### config.mk
export PLATFORM = sky130hd
export DESIGN_NAME = data_access_unit
export DESIGN_NICKNAME = d
export VERILOG_FILES = /design/src/rtl/data_access_unit.sv
export SDC_FILE = /design/constraint.sdc
export NUM_CORES = 1
export LEC_CHECK = 0
export CORE_MARGIN = 5
export CORE_UTILIZATION = 39
export CTS_BUF_LIST = sky130_fd_sc_hd__clkbuf_16
export DETAILED_ROUTE_END_ITERATION = 8
export PLACE_DENSITY = 0.79
export SLEW_MARGIN = 20
export SYNTH_ARGS = -nofsm -noshare
export SYNTH_HDL_FRONTEND = slang
export SYNTH_SLANG_ARGS = --single-unit
### constraint.sdc
create_clock -name clk -period 1.6 [get_ports clk]
set_input_delay 0.4 -clock clk [delete_from_list [all_inputs] [get_ports clk]]
set_output_delay 0.4 -clock clk [all_outputs]
set_load 0.01 [all_outputs]
### src/rtl/data_access_unit.sv
// data_access_unit: memory-stage load/store sequencer.
// Accepts a load or store from the pipeline and runs one req/ack data-bus
// transaction, holding the pipeline until it finishes. Misaligned word
// accesses and bus timeouts end in a one-cycle fault pulse. Loads return
// either a sign-extended byte (lb) or a full word (lw).
module data_access_unit #(
  parameter int TIMEOUT_CYCLES = 16
) (
  input  logic        clk,
  input  logic        nRst,
  input  logic        read_mem,
  input  logic        write_mem,
  input  logic        load_byte,
  input  logic        store_byte,
  input  logic [31:0] addr,
  input  logic [31:0] store_data,
  output logic        stall,
  output logic [31:0] load_data,
  output logic        load_valid,
  output logic        fault,
  output logic        bus_req,
  output logic        bus_we,
  output logic [31:0] bus_addr,
  output logic [31:0] bus_wdata,
  output logic [3:0]  bus_sel,
  input  logic [31:0] bus_rdata,
  input  logic        bus_ack
);

  localparam logic [1:0] IDLE = 2'd0;
  localparam logic [1:0] REQ  = 2'd1;
  localparam logic [1:0] DONE = 2'd2;

  localparam logic [7:0] CNT_LAST = 8'(TIMEOUT_CYCLES - 1);

  logic [1:0] state;
  logic [7:0] cnt;
  logic       cap_we;
  logic       cap_byte;
  logic [1:0] cap_lane;

  logic       req_any;
  logic       byte_nxt;
  logic       misalign;

  // Picks the addressed byte lane and sign-extends it to a full word.
  function automatic logic [31:0] sext_byte(input logic [31:0] w, input logic [1:0] lane);
    logic signed [7:0]  b;
    logic signed [31:0] r;
    case (lane)
      2'd0:    b = w[7:0];
      2'd1:    b = w[15:8];
      2'd2:    b = w[23:16];
      default: b = w[31:24];
    endcase
    r = 32'(b);
    return r;
  endfunction

  // Store takes priority, so the byte flag follows whichever access wins.
  assign req_any  = read_mem | write_mem;
  assign byte_nxt = write_mem ? store_byte : load_byte;
  assign misalign = !byte_nxt && (addr[1:0] != 2'b00);

  // Freeze upstream while a new request waits in IDLE or the bus is busy.
  assign stall = ((state == IDLE) && req_any) || (state == REQ);

  // Sequencer: capture request, drive registered bus signals, finish access.
  always_ff @(posedge clk or negedge nRst) begin
    if (!nRst) begin
      state      <= IDLE;
      cnt        <= 8'd0;
      cap_we     <= 1'b0;
      cap_byte   <= 1'b0;
      cap_lane   <= 2'd0;
      bus_req    <= 1'b0;
      bus_we     <= 1'b0;
      bus_addr   <= 32'd0;
      bus_wdata  <= 32'd0;
      bus_sel    <= 4'd0;
      load_data  <= 32'd0;
      load_valid <= 1'b0;
      fault      <= 1'b0;
    end else begin
      load_valid <= 1'b0;
      fault      <= 1'b0;
      case (state)
        IDLE: begin
          if (req_any) begin
            cap_we   <= write_mem;
            cap_byte <= byte_nxt;
            cap_lane <= addr[1:0];
            cnt      <= 8'd0;
            if (misalign) begin
              fault <= 1'b1;
              state <= DONE;
            end else begin
              bus_req  <= 1'b1;
              bus_we   <= write_mem;
              bus_addr <= {addr[31:2], 2'b00};
              if (byte_nxt) begin
                bus_sel   <= 4'b0001 << addr[1:0];
                bus_wdata <= {4{store_data[7:0]}};
              end else begin
                bus_sel   <= 4'b1111;
                bus_wdata <= store_data;
              end
              state <= REQ;
            end
          end
        end
        REQ: begin
          if (bus_ack) begin
            bus_req <= 1'b0;
            if (!cap_we) begin
              load_data  <= cap_byte ? sext_byte(bus_rdata, cap_lane) : bus_rdata;
              load_valid <= 1'b1;
            end
            state <= DONE;
          end else if (cnt == CNT_LAST) begin
            bus_req <= 1'b0;
            fault   <= 1'b1;
            if (!cap_we) begin
              load_data <= 32'd0;
            end
            state <= DONE;
          end else begin
            cnt <= cnt + 8'd1;
          end
        end
        DONE: begin
          state <= IDLE;
        end
        default: begin
          state <= IDLE;
        end
      endcase
    end
  end

endmodule

==> out/qor.tcl <==
set qor(finalSetupViolations) 17
set qor(crit_path_end_kind) {register}
set qor(worstSetupStartpointType) {register}
set qor(detail_route.drc_violations) 0
set qor(hold_class) {input pin to asynchronous set/reset pin}
set qor(syn2layout_area_growth_pct) 66.5
set qor(grt_pass1_vias) 4841
set qor(max_freq_ghz) 0.609
set qor(netlist_instances) 432
set qor(cap_violations) 0
set qor(post-synth-top-count-cell) {sky130_fd_sc_hd__dfrtp_1}
set qor(violations) {negative setup slack}
set qor(regToRegSetupSlack_ns) -0.04
set qor(min_period_over_period_pct) 103
set qor(skew_ns) 0.00782
set qor(slew_violations) 0
set qor(multiInputGateArea_um2) 2240
set qor(die_height_um) 124
set qor(via_count) 4542
set qor(gr-total-overflow) 0
set qor(die_area_um2) 15300
set qor(design_area_um2) 8410
set qor(grt_setup_unrepaired) {yes}
set qor(synth_edf_count) 0
set qor(leakage_nw) 3.93
set qor(numCtsBuffers) 17
set qor(ff2ff_path_depth) 7
set qor(use_met1_pct) 24.7
set qor(slowest_stage) {sky130_fd_sc_hd__dfrtp_1}
set qor(buffer_ports.inserted) 205
set qor(antenna_cells) 0
set qor(clk_latency_ns) 0.41
set qor(cpLargestDelayFamily) {flip-flops}
set qor(required_ns) 1.92
set qor(placement.cell_area_um2) 7610
set qor(grt_max_degree) 74
set qor(capture_instance_of_the_worst_register_to_register_path) {load_data[18]}
set qor(crit_chain) {ha_2, and4b_1, and2_4, o21ai_4, buf_6, buf_12, o2bb2ai_2}
set qor(maximum_number_of_buffers_from_clock_root_to_sink) 2
set qor(first_pass_iters) 4
set qor(regArea_um2) 2900
set qor(cts_tree) {built}
set qor(fin_crit_ns) 1.64
set qor(criticalPathCategory) {register to register}
set qor(route.antenna.remaining_nets) 0
set qor(postRouteWirelength_um) 17200
set qor(critPathMaxStageDelay_ns) 0.38
set qor(gr-usage-met3_pct) 10.2
set qor(ys_dominant_reg_cell) {sky130_fd_sc_hd__dfrtp_1}
set qor(final_layout_size_suffix_gt1_share_pct) 24.6
set qor(synth.top_cell.area_share_pct) 57.5
set qor(core-area_um2) 12700
set qor(maximum_vdd_ir_drop_mv) 0.939
set qor(detailed_place_hpwl_um) 11700
set qor(cts.hold.buffers_added) 0
set qor(avgRoutedWirePerCell_um) 19.7
set qor(groute.usage.overall_pct) 22.0
set qor(cts-root-buf) {sky130_fd_sc_hd__clkbuf_16}
set qor(synthTopCellsByArea) {sky130_fd_sc_hd__dfrtp_1, sky130_fd_sc_hd__mux2_2, sky130_fd_sc_hd__o2bb2ai_1}
set qor(die_w_um) 124
set qor(routed_via_density) 5.21
set qor(io_pins) 208
set qor(nNetsFinal) 791
set qor(critPathArrivalTime_ns) 1.97
set qor(syn-cell-area_um2) 5050
set qor(synth.lib_cells_used.distinct) 48
set qor(hold_viol_final) 0
set qor(busiest_grt_layer) {met2}
set qor(yosysSeqAreaShare_pct) 57.5
set qor(slew_of_the_pin_with_the_lowest_slew_margin_ns) 0.563
set qor(path_max_fanout) 8
set qor(postSynthAreaPerCell_um2) 11.7
set qor(slew-limit-headroom_pct) 62.4
set qor(yosys-top-cells-count) {sky130_fd_sc_hd__dfrtp_1, sky130_fd_sc_hd__mux2_2, sky130_fd_sc_hd__nor2_1}
set qor(worst_hold_slack_ns) 0.0124
set qor(crit-reg2reg-launch) {cnt[1]}
set qor(outcome) {finished, violations left}
set qor(preCtsSetupSlack_ns) -0.624
set qor(grt_first_pass_wirelength_um) 25600
set qor(initial_antenna_violation_count) 0
set qor(cts_sinks) 116
set qor(timing.critical_path.depth) 7
set qor(yosysWarnings) 0
set qor(met2_track_usage_gr_pct) 35.5
set qor(timing.critical_path.buf_inv) 2
set qor(fin_ws_ns) -0.0434
set qor(cts.htree.levels) 4
set qor(drt_first_iter_violations) 304
set qor(synth-seq-cells) 116
set qor(cellPowerDensity_nw_per_um2) 1820
set qor(initial_core_util_pct) 39.9
set qor(last_weighted_congestion_value_of_the_routability_driven_placer) 0.882
set qor(placementRows) 41
set qor(synth-async-reset-ratio_pct) 100
set qor(clk_transition_reported_paths_ns) 0.05
set qor(synthDominantAreaCellType) {sky130_fd_sc_hd__dfrtp_1}
set qor(num-fill-cells) 976
[worst reg2reg max path: stages (launching register included)]
cell and delay, ns:
sky130_fd_sc_hd__dfrtp_1 0.38, sky130_fd_sc_hd__ha_2 0.20, sky130_fd_sc_hd__and4b_1 0.19, sky130_fd_sc_hd__and2_4 0.18, sky130_fd_sc_hd__o21ai_4 0.19, sky130_fd_sc_hd__buf_6 0.17, sky130_fd_sc_hd__buf_12 0.14, sky130_fd_sc_hd__o2bb2ai_2 0.12
[routing by layer]
metal	part of all wire, %	vias up
li1	-	2064
met1	38	2186
met2	47	249
met3	12	43
met4	3.2	0
met5	0	-
[placed cells by master, fill, tap and decap left out, types with 3 or more instances in the layout]
cell type                         synthesis  final
sky130_fd_sc_hd__buf_6                    6      6
sky130_fd_sc_hd__nor2_1                  41     38
sky130_fd_sc_hd__o21ai_0                 31     14
sky130_fd_sc_hd__o221ai_1                 7      7
sky130_fd_sc_hd__inv_1                    5     10
sky130_fd_sc_hd__a21oi_1                 24     24
sky130_fd_sc_hd__o2bb2ai_2                0     22
sky130_fd_sc_hd__o21ai_1                  2     18
sky130_fd_sc_hd__clkdlybuf4s50_1          0     95
sky130_fd_sc_hd__mux2_2                  46     25
sky130_fd_sc_hd__buf_8                    0      3
sky130_fd_sc_hd__and2_1                   9      8
sky130_fd_sc_hd__clkinv_2                 0      3
sky130_fd_sc_hd__buf_4                    2     39
sky130_fd_sc_hd__o2bb2ai_1               32     10
sky130_fd_sc_hd__dfrtp_1                116    115
sky130_fd_sc_hd__nand2_1                 40     40
sky130_fd_sc_hd__clkinv_1                 0      7
sky130_fd_sc_hd__buf_12                   0      6
sky130_fd_sc_hd__nor3_1                   4      3
sky130_fd_sc_hd__a22o_1                   4      4
sky130_fd_sc_hd__o22a_1                   7      7
sky130_fd_sc_hd__clkbuf_16                0     21
sky130_fd_sc_hd__xnor2_1                  3      3
sky130_fd_sc_hd__nand3_1                  3      3
sky130_fd_sc_hd__mux2_4                   1     22
sky130_fd_sc_hd__dlygate4sd2_1            0    102
sky130_fd_sc_hd__clkbuf_2                 0      4
[flip-flops by register name, indices dropped and copies added (netlist names)]
register	flops
bus_addr	30
bus_req	1
bus_sel	4
bus_wdata	32
bus_we	1
cap_byte	1
cap_lane	2
cap_we	1
cnt	8
fault	1
load_data	32
load_valid	1
state	2
[repair_timing]
| item | 4_1_cts | 5_1_grt |
|---|---|---|
| buffers inserted | 3 | 4 |
| gates cloned | 2 | 5 |
| resized for setup | 138 | 48 |
| pin swaps | 7 | 3 |
| endpoints found under the setup margin | 172 | 85 |
[worst max-delay path by stage]
stage,to,from
floorplan,bus_addr[2],write_mem
global route,load_data[1],cnt[1]
finish,load_data[18],cnt[1]
detailed placement,bus_addr[11],write_mem
CTS,stall,state[1]
global placement,bus_addr[6],write_mem
[area by class of cell]
cell class,count,area share (%)
inverters,5,0.223
flip-flops and latches,116,34.5
well taps,172,2.56
clock inverters,15,0.714
clock buffers,17,5.06
repair buffers,263,30.3
multi-input cells,284,26.6
[metrics by stage]
| step | util, % | std cells | power [mW] | TNS, ns |
|---|---|---|---|---|
| after global placement | 60.0 | 826 | 11.9 | -49.52 |
| after floorplan | - | 433 | 8.18 | -5.33 |
| after detailed placement | 60.0 | 826 | 12.1 | -51.94 |
| after global routing | 66.4 | 872 | 16.2 | -2.87 |
| after CTS | 64.6 | 863 | 14.8 | -1.08 |
| final | 66.4 | 872 | 15.3 | -0.465 |
[cells by family after synthesis]
logic type / synth area share [%]
XOR/XNOR: 0.867
AND/OR/NAND/NOR: 9.69
other: 0.0743
AO/OA/AOI/OAI: 16.7
multiplexers: 11.2
flip-flops: 57.5
buffers and inverters: 3.77
adder cells (fa/ha/maj): 0.248
[report_power, final]
part	switching (mW)	internal [mW]	leakage, nW
Combinational	3.24	3.80	2.24
Clock	1.23	1.89	0.259
Sequential	0.860	4.27	1.43
No activity file was read; power rests on OpenSTA's default activity.
